<file path="config.mk">
export PLATFORM = sky130hd
export DESIGN_NAME = alu_operand_sequencer
export DESIGN_NICKNAME = d
export VERILOG_FILES = /design/src/rtl/alu_seq_pkg.sv /design/src/rtl/sync_edge_detect.sv /design/src/rtl/alu_operand_sequencer.sv
export SDC_FILE = /design/constraint.sdc
export NUM_CORES = 1
export LEC_CHECK = 0
export ABC_AREA = 1
export CORE_UTILIZATION = 30
export CTS_BUF_LIST = sky130_fd_sc_hd__clkbuf_4 sky130_fd_sc_hd__clkbuf_8
export CTS_CLUSTER_SIZE = 14
export DETAILED_ROUTE_END_ITERATION = 6
export GPL_ROUTABILITY_DRIVEN = 0
export HOLD_SLACK_MARGIN = 0.08
export SLEW_MARGIN = 20
export SYNTH_ARGS = -nofsm -noshare
export SYNTH_HDL_FRONTEND = slang
export SYNTH_SLANG_ARGS = --single-unit
</file>
<file path="constraint.sdc">
create_clock -name clk -period 2.4 [get_ports clk]
set_input_delay 0.48 -clock clk [delete_from_list [all_inputs] [get_ports clk]]
set_output_delay 0.48 -clock clk [all_outputs]
set_load 0.02 [all_outputs]
</file>
<file path="src/rtl/alu_seq_pkg.sv">
// Shared types and constants for the ALU operand sequencer.
// Holds the FSM state encoding, the ALU opcode map and the flag bit positions.
package alu_seq_pkg;

  typedef enum logic [2:0] {
    S_A,
    S_B,
    S_OP,
    S_EXEC,
    S_SHOW
  } state_t;

  localparam logic [3:0] OP_ADD = 4'd0;
  localparam logic [3:0] OP_SUB = 4'd1;
  localparam logic [3:0] OP_MUL = 4'd2;
  localparam logic [3:0] OP_DIV = 4'd3;
  localparam logic [3:0] OP_MOD = 4'd4;
  localparam logic [3:0] OP_AND = 4'd5;
  localparam logic [3:0] OP_OR  = 4'd6;
  localparam logic [3:0] OP_XOR = 4'd7;
  localparam logic [3:0] OP_SHL = 4'd8;
  localparam logic [3:0] OP_SHR = 4'd9;

  localparam int FLG_N = 3;
  localparam int FLG_Z = 2;
  localparam int FLG_C = 1;
  localparam int FLG_V = 0;

  // Entry step shown to the user; EXEC and SHOW share the last step.
  function automatic logic [1:0] stage_of(input state_t s);
    logic [1:0] st;
    st = 2'd3;
    case (s)
      S_A:     st = 2'd0;
      S_B:     st = 2'd1;
      S_OP:    st = 2'd2;
      default: st = 2'd3;
    endcase
    return st;
  endfunction

endpackage

</file>
<file path="src/rtl/sync_edge_detect.sv">
// Two-flop synchronizer for an asynchronous level, followed by a registered
// rising-edge detector producing a single-cycle pulse three edges after the rise.
module sync_edge_detect (
  input  logic clk,
  input  logic rst_n,
  input  logic din,
  output logic pulse
);

  logic sync1_reg;
  logic sync2_reg;
  logic prev_reg;
  logic pulse_reg;

  always_ff @(posedge clk or negedge rst_n) begin
    if (!rst_n) begin
      sync1_reg <= 1'b0;
      sync2_reg <= 1'b0;
      prev_reg  <= 1'b0;
      pulse_reg <= 1'b0;
    end else begin
      sync1_reg <= din;
      sync2_reg <= sync1_reg;
      prev_reg  <= sync2_reg;
      pulse_reg <= sync2_reg & ~prev_reg;
    end
  end

  assign pulse = pulse_reg;

endmodule

</file>
<file path="src/rtl/alu_operand_sequencer.sv">
// Collects A, B and opcode from shared switches with one load button, drives the
// ALU from registered operands and latches its result and flags for display.
module alu_operand_sequencer
  import alu_seq_pkg::*;
#(
  parameter int         WIDTH  = 4,
  parameter logic [3:0] MAX_OP = OP_SHR,
  localparam int        RES_W  = 2*WIDTH-1
) (
  input  logic             clk,
  input  logic             rst_n,
  input  logic             load,
  input  logic             clear,
  input  logic [WIDTH-1:0] data_in,
  input  logic [3:0]       op_in,
  output logic [WIDTH-1:0] alu_a,
  output logic [WIDTH-1:0] alu_b,
  output logic [3:0]       alu_opcode,
  input  logic [RES_W-1:0] alu_result,
  input  logic             alu_n,
  input  logic             alu_z,
  input  logic             alu_c,
  input  logic             alu_v,
  output logic [RES_W-1:0] res_out,
  output logic [3:0]       flags_out,
  output logic [1:0]       stage,
  output logic             done,
  output logic             err
);

  logic load_pulse;

  sync_edge_detect u_load_sync (
    .clk   (clk),
    .rst_n (rst_n),
    .din   (load),
    .pulse (load_pulse)
  );

  state_t           state_reg,  state_next;
  logic [WIDTH-1:0] a_reg,      a_next;
  logic [WIDTH-1:0] b_reg,      b_next;
  logic [3:0]       op_reg,     op_next;
  logic [RES_W-1:0] res_reg,    res_next;
  logic [3:0]       flags_reg,  flags_next;
  logic [1:0]       stage_reg,  stage_next;
  logic             done_reg,   done_next;
  logic             err_reg,    err_next;
  logic             bad_op;

  // Illegal opcode, or a divide/modulo whose divisor is already latched as zero.
  assign bad_op = (op_in > MAX_OP) ||
                  (((op_in == OP_DIV) || (op_in == OP_MOD)) && (b_reg == '0));

  always_ff @(posedge clk or negedge rst_n) begin
    if (!rst_n) begin
      state_reg <= S_A;
      a_reg     <= '0;
      b_reg     <= '0;
      op_reg    <= '0;
      res_reg   <= '0;
      flags_reg <= '0;
      stage_reg <= '0;
      done_reg  <= 1'b0;
      err_reg   <= 1'b0;
    end else begin
      state_reg <= state_next;
      a_reg     <= a_next;
      b_reg     <= b_next;
      op_reg    <= op_next;
      res_reg   <= res_next;
      flags_reg <= flags_next;
      stage_reg <= stage_next;
      done_reg  <= done_next;
      err_reg   <= err_next;
    end
  end

  always_comb begin
    state_next = state_reg;
    a_next     = a_reg;
    b_next     = b_reg;
    op_next    = op_reg;
    res_next   = res_reg;
    flags_next = flags_reg;
    done_next  = done_reg;
    err_next   = err_reg;

    case (state_reg)
      S_A: begin
        if (load_pulse) begin
          a_next     = data_in;
          state_next = S_B;
        end
      end
      S_B: begin
        if (load_pulse) begin
          b_next     = data_in;
          state_next = S_OP;
        end
      end
      S_OP: begin
        if (load_pulse) begin
          op_next = op_in;
          if (bad_op) begin
            err_next   = 1'b1;
            done_next  = 1'b1;
            res_next   = '0;
            flags_next = '0;
            state_next = S_SHOW;
          end else begin
            state_next = S_EXEC;
          end
        end
      end
      S_EXEC: begin
        // Pulses arriving here are dropped on purpose.
        res_next          = alu_result;
        flags_next[FLG_N] = alu_n;
        flags_next[FLG_Z] = alu_z;
        flags_next[FLG_C] = alu_c;
        flags_next[FLG_V] = alu_v;
        done_next         = 1'b1;
        state_next        = S_SHOW;
      end
      S_SHOW: begin
        if (load_pulse) begin
          done_next  = 1'b0;
          err_next   = 1'b0;
          a_next     = data_in;
          state_next = S_B;
        end
      end
      default: state_next = S_A;
    endcase

    if (clear) begin
      state_next = S_A;
      a_next     = '0;
      b_next     = '0;
      op_next    = '0;
      res_next   = '0;
      flags_next = '0;
      done_next  = 1'b0;
      err_next   = 1'b0;
    end

    stage_next = stage_of(state_next);
  end

  assign alu_a      = a_reg;
  assign alu_b      = b_reg;
  assign alu_opcode = op_reg;
  assign res_out    = res_reg;
  assign flags_out  = flags_reg;
  assign stage      = stage_reg;
  assign done       = done_reg;
  assign err        = err_reg;

endmodule

</file>
==> flow_summary_export.csv, run 1 <==
group,metric,value,unit
final_layout,largest_reg_flops,7,
global_route,grt_usage,0.137,
clocking,cts_buffers,5,
setup_path,critPathBufInv,1,
setup_path,critPathKind,"register to output pin",
global_route,grt_first_pass_wirelength,5460,µm
sta,hold_viol,0,
pwr,p_leak,1.10,nW
yosys,synth_seq_area_share,0.556,
die,core_area,4820,µm²
pwr,power_density,555,nW/µm²
routing,dr_total_vias,1248,
setup_path,critPathArrivalTime,1290,ps
yosys,synth_cell_type_count,18,
placed_design,portBuffers,49,
clocking,cts_tree,"done",
sta,slew_headroom,0.520,
clocking,postCtsSetupRepairBufs,0,
placed_design,dp.cells,294,
job,cap_violations,0,
routing,ant_nets,0,
routing,wl_per_cell,10.7,µm
pwr,internal_power,0.908,mW
clocking,clock-sinks,34,
clocking,cts.clk_slew.worst_paths,70,ps
clocking,cts_max_level,2,
setup_path,required,1920,ps
die,num_rows,25,
setup_path,cpPeakStageDelay,620,ps
setup_path,crit_chain,"clkdlybuf4s50_1",
setup_path,critPathCaptureType,"output pin",
placed_design,dp_hpwl,2400,µm
die,die_h,73.5,µm
yosys,syn_avg_cell_area,8.51,µm²
final_layout,fin_util,0.452,
sta,slew_viol_final,0,
yosys,synth_top_family_by_area,"simple AND/OR/NAND/NOR gates",
clocking,cts_buffer_depth,2,
setup_path,crit_fanout,2,
setup_path,crit_family,"buffers and inverters",
pwr,net-switching-power,0.300,mW
final_layout,layout.filler_cells,490,
die,die_area,5390,µm²
routing,vias_per_cell,4.16,
sta,rsz0062_at_grt,"no",
sta,period_needed,1770,ps
sta,setup-violations-final,0,
routing,drc,0,
setup_path,setup.worst_path.start_class,"register",
final_layout,syn_to_final_growth,42.2,%
yosys,synth-seq-cells,34,
final_layout,stdcell_count,300,
final_layout,final_cell_mix,"nand2_1, clkdlybuf4s50_1, dfrtp_1, inv_1, nand2_2",
yosys,synthAdderAreaFrac,0,
routing,initialDrtViolationCount,45,
final_layout,final_nets,257,
die,die_w,73.5,µm
sta,worst_pin_slew,717,ps
clocking,post_cts_resized,0,
routing,firstDrtPassIters,4,
global_route,grt_max_degree,35,
yosys,syn_area,1530,µm²
yosys,synth_mux_area_frac,0.0294,
die,ios,50,
final_layout,final_common_cell,"nand2_1",
die,start_util,0.318,
status,status,"finished, final reports clean",
pwr,ir_drop,0.275,mV
clocking,postCtsHoldBufs,0,
clocking,cts_root_buf,"clkbuf_8",
yosys,synth_compound_area_frac,0.0408,
sta,setup_slack,635,ps
final_layout,drive_above_1_share,0.137,
pwr,swShare,0.248,
min_path,min_path_type,"register to register",
routing,drt-total-wl,3210,µm
yosys,synth_cells,180,
pwr,pwr-share-seq,0.505,
global_route,grt_pass1_vias,1229,
sta,setup_tns,0,ps
sta,fin_skew,3.06,ps
pwr,comb_power_share,0.154,
placed_design,dp_worst_setup_slack,449,ps
pwr,total_power,1.21,mW
yosys,ys_warn_count,0,
clocking,clk_latency,280,ps
sta,fmax,0.567,GHz
global_route,antenna_found_initial,0,
yosys,synth_simple_gate_area_frac,0.292,
sta,finalCritPeriodShare,0.735,
final_layout,antennaDiodeCount,0,
yosys,synth_nets,203,
yosys,synth_xor_area_frac,0,
pwr,p_clk_frac,0.341,
global_route,grt_overflow,0,
setup_path,crit_slowest_cell,"clkdlybuf4s50_1",
routing by layer:
metal,global-route usage,share of wire,up-vias
li1,-,-,647
met3,0.0480,0.042,7
met4,0.0577,0.018,0
met1,0.172,0.46,570
met2,0.214,0.48,24
met5,0,0,-
stage by stage:
| stage | hold WS [ps] | cell area (µm²) |
|---|---|---|
| after floorplan | 184 | 1530 |
| after detailed placement | 345 | 2100 |
| final | 353 | 2180 |
| after CTS | 361 | 2180 |
| after global placement | 334 | 2100 |
| after global routing | 368 | 2180 |
area by class of cell:
type,instances,area [µm²],share of cell area
timing repair buffer,51,505,0.232
clock buffer,6,82.6,0.0379
inverter,27,101,0.0465
multi-input combinational,115,554,0.254
tap,67,83.8,0.0385
sequential,34,851,0.391
cells by family (layout without fill, tap and decap cells):
group,Yosys count,count (layout)
AND/OR/NAND/NOR,99,99
flip-flops,34,34
buffers and inverters,31,84
AO/OA/AOI/OAI,12,12
multiplexers,4,4
synth_stat cells:
master | instances | area (µm²)
nor2_1 | 12 | 45.0
o22ai_1 | 1 | 6.26
nand3_1 | 9 | 45.0
inv_1 | 26 | 97.6
buf_6 | 1 | 11.3
nor2_4 | 1 | 11.3
nand2_4 | 2 | 22.5
clkbuf_1 | 1 | 3.75
buf_2 | 2 | 10.0
nor2_2 | 2 | 12.5
nand2_1 | 58 | 218
dfrtp_1 | 34 | 851
a31oi_1 | 1 | 6.26
o21ai_0 | 10 | 50.1
mux2_2 | 4 | 45.0
nor3_1 | 1 | 5.00
nand2_2 | 14 | 87.6
inv_2 | 1 | 3.75
power by group through the flow:
stage	clock (mW)	sequential, mW	combinational, mW
finish	0.412	0.610	0.186
global route	0.456	0.614	0.208
CTS	0.432	0.611	0.191
detailed placement	0	0.621	0.190
global placement	0	0.622	0.189
floorplan	0	0.644	0.0660
final timing paths:
kind	startpoint	to	slack, ps	cells after the start
max	res_out[6]	res_out[6]	630	1
min	u_load_sync.sync1_reg	u_load_sync.sync2_reg	350	0
max reg2reg	state_reg[2]	res_out[4]	990	5
min reg2reg	u_load_sync.sync1_reg	u_load_sync.sync2_reg	350	0
max in group asynchronous	rst_n	u_load_sync.sync1_reg	1480	2
min in group asynchronous	rst_n	res_out[6]	610	2
Note: power is estimated with default switching activity, not from simulation.
==> inputs of run 2 (changes only) <==
==> constraint.sdc (replaced) <==
create_clock -name clk -period 1.8 [get_ports clk]
set_input_delay 0.36 -clock clk [delete_from_list [all_inputs] [get_ports clk]]
set_output_delay 0.36 -clock clk [all_outputs]
set_load 0.02 [all_outputs]
==> flow_summary_export.csv, run 2 (synthesized netlist as in run 1, its figures left out) <==
group,metric,value,unit
setup_path,crit_family,"buffers and inverters",
final_layout,largest_reg_flops,7,
status,status,"finished, final reports clean",
setup_path,crit_slowest_cell,"clkdlybuf4s50_1",
routing,initialDrtViolationCount,32,
setup_path,required,1440,ps
setup_path,critPathArrivalTime,1270,ps
die,ios,50,
sta,setup_tns,0,ps
routing,wl_per_cell,10.7,µm
final_layout,drive_above_1_share,0.155,
clocking,cts_max_level,2,
pwr,comb_power_share,0.153,
clocking,cts_tree,"done",
setup_path,crit_fanout,2,
global_route,antenna_found_initial,0,
setup_path,critPathCaptureType,"output pin",
sta,setup_slack,165,ps
final_layout,fin_util,0.459,
pwr,p_clk_frac,0.356,
sta,slew_viol_final,0,
setup_path,critPathKind,"register to output pin",
clocking,cts_root_buf,"clkbuf_8",
pwr,pwr-share-seq,0.491,
pwr,swShare,0.260,
routing,dr_total_vias,1268,
sta,worst_pin_slew,710,ps
placed_design,dp_worst_setup_slack,-29.2,ps
pwr,internal_power,1.23,mW
final_layout,final_nets,260,
global_route,grt_usage,0.135,
routing,drc,0,
global_route,grt_first_pass_wirelength,5330,µm
clocking,cts_buffer_depth,2,
clocking,postCtsHoldBufs,0,
final_layout,stdcell_count,305,
die,die_area,5390,µm²
sta,setup-violations-final,0,
placed_design,dp_hpwl,2490,µm
pwr,p_leak,1.12,nW
clocking,post_cts_resized,0,
final_layout,final_common_cell,"nand2_1",
setup_path,crit_chain,"clkdlybuf4s50_1",
min_path,min_path_type,"register to register",
pwr,total_power,1.66,mW
sta,fin_skew,5.36,ps
setup_path,cpPeakStageDelay,620,ps
setup_path,critPathBufInv,1,
clocking,clock-sinks,34,
sta,fmax,0.612,GHz
final_layout,syn_to_final_growth,44.5,%
die,num_rows,25,
global_route,grt_overflow,0,
clocking,cts.clk_slew.worst_paths,70,ps
die,die_h,73.5,µm
clocking,cts_buffers,5,
placed_design,portBuffers,49,
routing,vias_per_cell,4.16,
die,start_util,0.318,
global_route,grt_max_degree,35,
routing,firstDrtPassIters,4,
final_layout,final_cell_mix,"nand2_1, clkdlybuf4s50_1, dfrtp_1, inv_1, nand2_2",
routing,ant_nets,0,
placed_design,dp.cells,297,
pwr,net-switching-power,0.432,mW
sta,finalCritPeriodShare,0.908,
clocking,clk_latency,290,ps
clocking,postCtsSetupRepairBufs,0,
job,cap_violations,0,
pwr,ir_drop,0.417,mV
pwr,power_density,750,nW/µm²
sta,rsz0062_at_grt,"no",
sta,period_needed,1630,ps
final_layout,antennaDiodeCount,0,
sta,slew_headroom,0.525,
global_route,grt_pass1_vias,1195,
die,die_w,73.5,µm
die,core_area,4820,µm²
sta,hold_viol,0,
routing,drt-total-wl,3260,µm
setup_path,setup.worst_path.start_class,"register",
==> run 2: cell count changes in the layout (fill, tap and decap cells not counted), sizes merged <==
cell	previous run	this run
clkinvlp	0	1
buf	2	5
clkinv	0	1
==> run 2: final cells by class <==
type | count | area (µm²)
Clock buffer | 6 | 82.6
Sequential cell | 34 | 851
Timing Repair Buffer | 54 | 528
Multi-Input combinational cell | 115 | 554
Fill cell | 496 | 2600
Inverter | 27 | 101
Clock inverter | 2 | 12.5
Tap cell | 67 | 83.8
==> run 2: through the flow <==
step	hold slack (ps)	area [µm²]
6_report	379	2210
5_1_grt	383	2210
4_1_cts	371	2210
3_5_place_dp	354	2120
3_3_place_gp	334	2120
2_1_floorplan	64.4	1530
==> run 2: final timing paths <==
| kind | end | depth (start not counted) | slack, ps | start |
|---|---|---|---|---|
| setup / recovery | res_out[0] | 1 | 170 | res_out[0] |
| hold / removal | u_load_sync.sync2_reg | 0 | 380 | u_load_sync.sync1_reg |
| setup reg to reg | flags_out[1] | 5 | 350 | state_reg[2] |
| hold reg to reg | u_load_sync.sync2_reg | 0 | 380 | u_load_sync.sync1_reg |
| max in group asynchronous | u_load_sync.sync1_reg | 2 | 1010 | rst_n |
| min in group asynchronous | res_out[2] | 2 | 480 | rst_n |
==> run 2: power groups by stage <==
stage / sequential [mW] / clock (mW) / combinational [mW]
final: 0.815 / 0.590 / 0.254
after floorplan: 0.858 / 0 / 0.0879
after global placement: 0.829 / 0 / 0.257
after detailed placement: 0.828 / 0 / 0.259
after global routing: 0.818 / 0.644 / 0.281
after CTS: 0.814 / 0.611 / 0.260
==> run 2: metal layers <==
layer  global-route usage  share of wire  vias to the layer above
met5                    0              0                        -
met2                0.209           0.48                       25
met3               0.0535          0.047                        4
li1                     -              -                      655
met4               0.0577          0.016                        0
met1                0.167           0.46                      584
